--- src/rtl/instruction_sequencer.sv ---
// rtl/instruction_sequencer.sv - instruction buffer, fetch/decode and issue sequencer
//
// Front-end stage of the accelerator. The host loads a BUFFER_LEN-entry instruction
// buffer. While ce is high the sequencer walks the buffer from address 0, decodes
// each 24-bit word and hands it to the execute stage over a valid/ready issue port.
// Sequencing ends on a HALT opcode (63) or after the last buffer entry, and done is raised.
//
// Optional feature macro: SEQ_SKIP_NOP_EN
//   defined   - NOP words (opcode 0) are consumed in FETCH at one cycle each, never issued
//   undefined - NOP words are issued like any other opcode and must be handshaken
//
// Ports:
//   clk, rst           clock; asynchronous active-high reset
//   ce                 run enable (level); low pauses FETCH, low in DONE returns to IDLE
//   load_en/addr/data  host write port into the buffer; ignored while busy
//   issue_valid/ready  issue handshake to the execute stage
//   issue_opcode       word[23:18]
//   issue_src_a        word[17:13]
//   issue_src_b        word[12:8]
//   issue_dst          word[7:3]
//   issue_mode         word[2:0]
//   pc                 current fetch address
//   busy               high in FETCH and ISSUE
//   done               high in DONE

module instruction_sequencer #(
    parameter int INSTR_WIDTH = 24,
    parameter int BUFFER_LEN  = 32,
    parameter int PC_WIDTH    = $clog2(BUFFER_LEN)
) (
    input  logic                   clk,
    input  logic                   rst,
    input  logic                   ce,
    input  logic                   load_en,
    input  logic [PC_WIDTH-1:0]    load_addr,
    input  logic [INSTR_WIDTH-1:0] load_data,
    output logic                   issue_valid,
    input  logic                   issue_ready,
    output logic [5:0]             issue_opcode,
    output logic [4:0]             issue_src_a,
    output logic [4:0]             issue_src_b,
    output logic [4:0]             issue_dst,
    output logic [2:0]             issue_mode,
    output logic [PC_WIDTH-1:0]    pc,
    output logic                   busy,
    output logic                   done
);

    typedef enum logic [1:0] {
        S_IDLE,
        S_FETCH,
        S_ISSUE,
        S_DONE
    } state_t;

    localparam logic [5:0]          OP_HALT = 6'd63;
`ifdef SEQ_SKIP_NOP_EN
    localparam logic [5:0]          OP_NOP  = 6'd0;
`endif
    localparam logic [PC_WIDTH-1:0] LAST_PC = PC_WIDTH'(BUFFER_LEN - 1);
    localparam logic [PC_WIDTH-1:0] PC_ONE  = PC_WIDTH'(1);

    // Instruction buffer: host-loaded only, deliberately not cleared by reset so a
    // program survives a reset and can simply be rerun.
    logic [INSTR_WIDTH-1:0] buf_q [BUFFER_LEN];

    state_t                 state_q, state_d;
    logic [PC_WIDTH-1:0]    pc_q, pc_d;
    logic                   valid_q, valid_d;
    logic [5:0]             opcode_q, opcode_d;
    logic [4:0]             src_a_q, src_a_d;
    logic [4:0]             src_b_q, src_b_d;
    logic [4:0]             dst_q, dst_d;
    logic [2:0]             mode_q, mode_d;

    logic [INSTR_WIDTH-1:0] fetch_word;
    logic [5:0]             fetch_op;
    logic                   at_end;
    logic                   busy_w;

    assign fetch_word = buf_q[pc_q];
    assign fetch_op   = fetch_word[23:18];
    assign at_end     = (pc_q == LAST_PC);
    assign busy_w     = (state_q == S_FETCH) || (state_q == S_ISSUE);

    // Host writes land only while idle or done; a write on the same edge that ce
    // starts a run still lands because the state is IDLE at that edge.
    always_ff @(posedge clk) begin
        if (load_en && !busy_w) begin
            buf_q[load_addr] <= load_data;
        end
    end

    always_ff @(posedge clk or posedge rst) begin
        if (rst) begin
            state_q  <= S_IDLE;
            pc_q     <= '0;
            valid_q  <= 1'b0;
            opcode_q <= '0;
            src_a_q  <= '0;
            src_b_q  <= '0;
            dst_q    <= '0;
            mode_q   <= '0;
        end else begin
            state_q  <= state_d;
            pc_q     <= pc_d;
            valid_q  <= valid_d;
            opcode_q <= opcode_d;
            src_a_q  <= src_a_d;
            src_b_q  <= src_b_d;
            dst_q    <= dst_d;
            mode_q   <= mode_d;
        end
    end

    always_comb begin
        state_d  = state_q;
        pc_d     = pc_q;
        valid_d  = valid_q;
        opcode_d = opcode_q;
        src_a_d  = src_a_q;
        src_b_d  = src_b_q;
        dst_d    = dst_q;
        mode_d   = mode_q;

        unique case (state_q)
            S_IDLE: begin
                if (ce) begin
                    pc_d    = '0;
                    state_d = S_FETCH;
                end
            end

            S_FETCH: begin
                // ce low simply freezes the walk at the current pc.
                if (ce) begin
                    if (fetch_op == OP_HALT) begin
                        state_d = S_DONE;
`ifdef SEQ_SKIP_NOP_EN
                    end else if (fetch_op == OP_NOP) begin
                        if (at_end) begin
                            state_d = S_DONE;
                        end else begin
                            pc_d = pc_q + PC_ONE;
                        end
`endif
                    end else begin
                        opcode_d = fetch_word[23:18];
                        src_a_d  = fetch_word[17:13];
                        src_b_d  = fetch_word[12:8];
                        dst_d    = fetch_word[7:3];
                        mode_d   = fetch_word[2:0];
                        valid_d  = 1'b1;
                        state_d  = S_ISSUE;
                    end
                end
            end

            S_ISSUE: begin
                // The issued instruction is owed to the execute stage, so ce is
                // ignored here; only the handshake moves things on.
                if (valid_q && issue_ready) begin
                    valid_d = 1'b0;
                    if (at_end) begin
                        state_d = S_DONE;
                    end else begin
                        pc_d    = pc_q + PC_ONE;
                        state_d = S_FETCH;
                    end
                end
            end

            S_DONE: begin
                if (!ce) begin
                    state_d = S_IDLE;
                end
            end

            default: begin
                state_d = S_IDLE;
            end
        endcase
    end

    assign issue_valid  = valid_q;
    assign issue_opcode = opcode_q;
    assign issue_src_a  = src_a_q;
    assign issue_src_b  = src_b_q;
    assign issue_dst    = dst_q;
    assign issue_mode   = mode_q;
    assign pc           = pc_q;
    assign busy         = busy_w;
    assign done         = (state_q == S_DONE);

endmodule
--- config.mk ---
export PLATFORM = sky130hd
export DESIGN_NAME = instruction_sequencer
export DESIGN_NICKNAME = d
export VERILOG_FILES = /design/src/rtl/instruction_sequencer.sv
export SDC_FILE = /design/constraint.sdc
export NUM_CORES = 1
export LEC_CHECK = 0
export CORE_UTILIZATION = 45
export DETAILED_ROUTE_END_ITERATION = 7
export GPL_ROUTABILITY_DRIVEN = 0
export PLACE_DENSITY_LB_ADDON = 0.12
export SLEW_MARGIN = 20
export SYNTH_ARGS = -nofsm -noshare
export SYNTH_HDL_FRONTEND = slang
export SYNTH_SLANG_ARGS = --single-unit
--- constraint.sdc ---
create_clock -name clk -period 6.3 [get_ports clk]
set_input_delay 0.63 -clock clk [delete_from_list [all_inputs] [get_ports clk]]
set_output_delay 0.63 -clock clk [all_outputs]
set_load 0.05 [all_outputs]
# Word-level counts from Yosys, hierarchy flattened
# Memory sizes are Yosys's and may differ from the RTL's.
# Index checks and enable logic that the tools add are counted.
[totals]
word_cells = 50
input_bits = 34
mem_count = 1
reg_bits = 32
ram_bits = 768
[op_classes]
bitwise_logic = 1
n_reduce_logical = 11
mux = 17
n_eq_ne = 11
addsub = 1
[mem_list]
columns = ["memory", "depth", "width", "rd", "rd_clocked_by_memory_dff", "wr", "line_no", "rtl"]
rows = [
  ["buf_q", 32, 24, 1, 0, 1, "65", "logic [INSTR_WIDTH-1:0] buf_q [BUFFER_LEN];"],
]
[ops]
columns = ["op", "count"]
rows = [
  ["$mux W5", 3],
  ["$reduce_and A4 Y1", 3],
  ["$mux W2", 5],
  ["$ne A2 B2 Y1 const B", 5],
  ["$pmux W5 S2", 1],
  ["$pmux W2 S4", 1],
  ["$eq A6 B6 Y1 const B", 1],
  ["$mux W1", 6],
  ["$add A5 B1 Y5 const B", 1],
  ["$eq A5 B5 Y1 const B", 1],
  ["$eq A2 B2 Y1 const B", 2],
  ["$reduce_bool A2 Y1", 2],
  ["$reduce_and A3 Y1", 1],
  ["$eq A2 B1 Y1 const B", 1],
  ["$logic_and A1 B1 Y1", 2],
  ["$logic_not A2 Y1", 1],
  ["$ne A2 B1 Y1 const B", 1],
  ["$pmux W1 S2", 1],
  ["$logic_not A1 Y1", 1],
  ["$logic_or A1 B1 Y1", 1],
  ["$not A1 Y1", 1],
]

# Longest topological paths before layout
[logic_depth]
depth_word = 6
ltp_mapped = 12

# Worst setup path after synthesis
# No wires, ideal clock.
[synth_path]
path_type = "reg2reg"
start = "register state_q[0]"
end = "memory buf_q[12][0], enable pin"
t_arrival_ps = 2726
slack_ps = 3170
required_ps = 5895
stages_incl_launch_ff = 7
setup_ps = 405
cell_sequence = "dfrtp_1 inv_1 ha_1 nand2b_1 or3_1 clkbuf_1 nor2_1"
[synth_via]
elab_chain_len = 6
elab_cells_between_ends = 7
[synth_rtl]
columns = ["element", "line_no", "rtl"]
rows = [
  ["from (decl)", "67", "state_t state_q, state_d;"],
  ["from (signal assigned)", "105", "state_q <= state_d;"],
  ["$eq A2 B1 Y1 or $eq A2 B2 Y1 (tied branches)", "84", "assign busy_w = (state_q == S_FETCH) || (state_q == S_ISSUE);"],
  ["$logic_or A1 B1 Y1 (*)", "84", ""],
  ["net busy", "45", "output logic busy,"],
  ["$logic_not A1 Y1 (*)", "89", "if (load_en && !busy_w) begin"],
  ["$logic_and A1 B1 Y1 (*)", "89", ""],
  ["$mux W1 (*)", "89", ""],
  ["$mux W1 (implied by the code) (*)", "90", "buf_q[load_addr] <= load_data;"],
  ["to (decl)", "65", ""],
]
# The timed path passes the listed nets; every way through them passes the cells marked *.

# Final worst setup path
[layout_path]
start = "register pc_q[0], in the netlist pc[0]"
end = "register mode_q[2], in the netlist issue_mode[2]"
[layout_via]
elab_chain_len = 4
[layout_rtl]
columns = ["element", "line_no", "rtl"]
rows = [
  ["from (decl)", "68", "logic [PC_WIDTH-1:0] pc_q, pc_d;"],
  ["from (signal assigned)", "106", "pc_q <= pc_d;"],
  ["$mem_v2 Z32 W24 (*)", "n/a", ""],
  ["$eq A6 B6 Y1", "137", "if (fetch_op == OP_HALT) begin"],
  ["$not A1 Y1 (no line)", "n/a", ""],
  ["$reduce_and A3 Y1 (no line)", "n/a", ""],
  ["to (signal assigned)", "112", "mode_q <= mode_d;"],
  ["to (decl)", "74", "logic [2:0] mode_q, mode_d;"],
]
# Mark *: on every way between the ends. The rest lies on a longest branch, timed or not.
# A chain may end at the register's enable or synchronous reset.

==> qor.csv <==
metric;value;unit
status;complete, no violations;
grt_pass1_vias;15147;
min_path_type;reg -> reg;
final.setup.tns;0;ns
dr.first_iter.drc_count;1674;
top_layer_used;met5;
seq_area_frac_synth;0.768;
post-route-min-period;4.02;ns
postRouteAntennaNets;0;
ir_drop;0.000248;V
finalCritPeriodShare;0.639;
hold_violations;0;
async_flop_share;0.0400;
worstPathArrival;4.52;ns
portBuffers;65;
max_slew_margin;0.226;
io_pins;66;
synthCells;1395;
grt_max_degree;57;
cts_tree;yes;
yosysUniqueCellTypes;52;
skew;0.0224;ns
synthFlopType;edfxtp_1;
syn-cell-area;0.0311;mm^2
core;0.0678;mm^2
worstSetupStartpointType;flip-flop;
drc;0;
grt_pass1_wl;110000;um
grt_antenna_before_repair;3;
crit_type;reg -> reg;
clk_pin_slew;0.06;ns
grt.overflow.total;0;
setup_viol_count_final;0;
start_util;0.459;
htreeDepth;3;
rows;95;
cts_hold_buf;0;
maxCapViolations;0;
cp.buffers_inverters;2;
drt-total-wl;76000;um
dpl_cell_area;0.0330;mm^2
route.met3.wl;5720;um
insertedDiodeCount;0;
cp_top_family;buffers and inverters;
ctsResizeCount;0;
die_w;265;um
drt-pass1-iter-count;5;
postCtsSetupBuffers;0;
fin_area;0.0356;mm^2
clk_latency;0.62;ns
path_cells;buf_4, buf_4, mux4_2, mux4_2, nand2_1, nand2_1, mux2_4;
syn_nets;1435;
cts_made_buffers;83;
die_h;265;um
synth_warnings;0;
avgRoutedWirePerCell;30.9;um
met2_length;33400;um
worstMarginPinSlew;1.16;ns
syn-mean-instance-area;22.3;um^2
rsz0062_at_grt;false;
worst_ep_required_time;6.80;ns
worstSetupEndpointType;flip-flop;
cts_root_buf;clkbuf_16;
clock_sinks;800;
die_area;0.0701;mm^2
syn2layout_area_growth;14.5;%
clockBufferDepth;3;
ys_ff_latch;800;
p_leak;11.0;nW
vias;14794;
vias_per_cell;6.02;
fmax;0.248;GHz
grt_usage;0.223;
crit_fanout;47;
synth_edf_count;768;
whs;0.513;ns
power_density;401;mW/mm^2
nFillCells;5240;
dp_hpwl;41900;um
critPathMaxStageDelay;0.93;ns
crit_slowest_cell;dfrtp_4;
drive_above_1_share;0.276;
nets;1562;
m1WireLength;34800;um
slew_viol_final;0;
## layer usage
| metal | global-route usage | up-vias |
|---|---|---|
| li1 | - | 6099 |
| met1 | 0.341 | 7989 |
| met2 | 0.322 | 558 |
| met3 | 0.0478 | 144 |
| met4 | 0.0655 | 4 |
| met5 | 0 | - |
## worst register-to-register path: stages, from the launching register on
cell and delay, ns:
dfrtp_4 0.93, buf_4 0.66, buf_4 0.78, mux4_2 0.64, mux4_2 0.47, nand2_1 0.10
nand2_1 0.07, mux2_4 0.26
## cell type report
type | instances | area [um^2] | share of cell area
timing repair buffer | 110 | 963 | 0.0271
tap | 873 | 1090 | 0.0307
clock inverter | 30 | 283 | 0.00795
clock buffer | 119 | 2360 | 0.0662
sequential | 800 | 23900 | 0.671
inverter | 9 | 35.0 | 0.000985
multi-input combinational | 518 | 6970 | 0.196
## state kept, by name, summed over array words and instances (netlist names)
signal        count
issue_mode        3
issue_opcode      6
issue_src_a       5
issue_dst         5
issue_src_b       5
issue_valid       1
buf_q           768
state_q           2
pc                5
## layout by cell type, fill, tap and decap left out, drive strengths merged, types with 4 or more instances in the layout
| cell type | n |
|---|---|
| nor2b | 7 |
| mux2 | 30 |
| clkdlybuf4s50 | 60 |
| nand2b | 6 |
| clkinv | 26 |
| bufinv | 5 |
| o221ai | 4 |
| a21oi | 12 |
| nor3 | 6 |
| nand2 | 69 |
| and3 | 5 |
| a31oi | 4 |
| nor2 | 44 |
| a22oi | 7 |
| o21ai | 9 |
| inv | 8 |
| ha | 6 |
| mux2i | 46 |
| clkbuf | 119 |
| buf | 50 |
| edfxtp | 768 |
| dfrtp | 32 |
| mux4 | 202 |
| nand3 | 15 |
## power by group
part / internal [mW] / total (mW) / switching (mW)
sequential: 6.01 / 6.25 / 0.234
combinational: 1.50 / 3.24 / 1.74
clock: 2.80 / 4.77 / 1.97
## cells by family (layout without fill, tap and decap cells)
logic type / Yosys count / count (layout) / share of synthesized area
flops: 800 / 800 / 0.768
mux: 278 / 278 / 0.175
simple gates: 169 / 169 / 0.0246
buf+inv: 77 / 268 / 0.0155
compound gates: 63 / 63 / 0.0145
fa+ha+maj: 6 / 6 / 0.00242
xor+xnor: 2 / 2 / 0.000564
## cells in the mapped netlist, drive strengths merged, types with 3 or more instances
library cell / count / area, um^2
ha: 6 / 75.1
a2bb2oi: 3 / 26.3
nand4: 3 / 18.8
nor2: 44 / 165
mux2i: 46 / 460
nand2b: 6 / 37.5
o221ai: 4 / 35.0
a22oi: 7 / 52.6
buf: 58 / 410
inv: 9 / 33.8
a311oi: 3 / 26.3
nand3b: 3 / 22.5
clkbuf: 10 / 37.5
nand2: 69 / 259
dfrtp: 32 / 801
nor3: 6 / 30.0
mux4: 202 / 4550
a32oi: 3 / 26.3
a211oi: 3 / 22.5
a31oi: 4 / 25.0
mux2: 30 / 413
a21oi: 12 / 60.1
nor2b: 7 / 43.8
o21ai: 9 / 45.0
and3: 5 / 31.3
nand3: 15 / 75.1
edfxtp: 768 / 23100
or3: 3 / 18.8
## through the flow
step                      total power, mW  std cells  setup slack (ns)  utilization
final                                14.3       2459              2.28        0.525
after global routing                 14.8       2459              1.98        0.525
after CTS                            14.4       2459              2.18        0.525
after detailed placement             9.65       2310              2.19        0.486
after global placement               9.64       2310              2.21        0.486
after floorplan                      8.69       1395              3.17            -
## final timing paths
kind	start	end	slack [ns]	cells past startpoint
worst max-delay path	pc[0]	issue_mode[2]	2.28	7
worst min-delay path	issue_src_b[1]	issue_src_b[1]	0.51	1
worst max register to register	pc[0]	issue_mode[2]	2.28	7
worst min register to register	issue_src_b[1]	issue_src_b[1]	0.51	1
max in group asynchronous	rst	pc[1]	4.96	2
min in group asynchronous	rst	issue_src_b[4]	0.59	2
No activity file was read; power rests on OpenSTA's default activity.
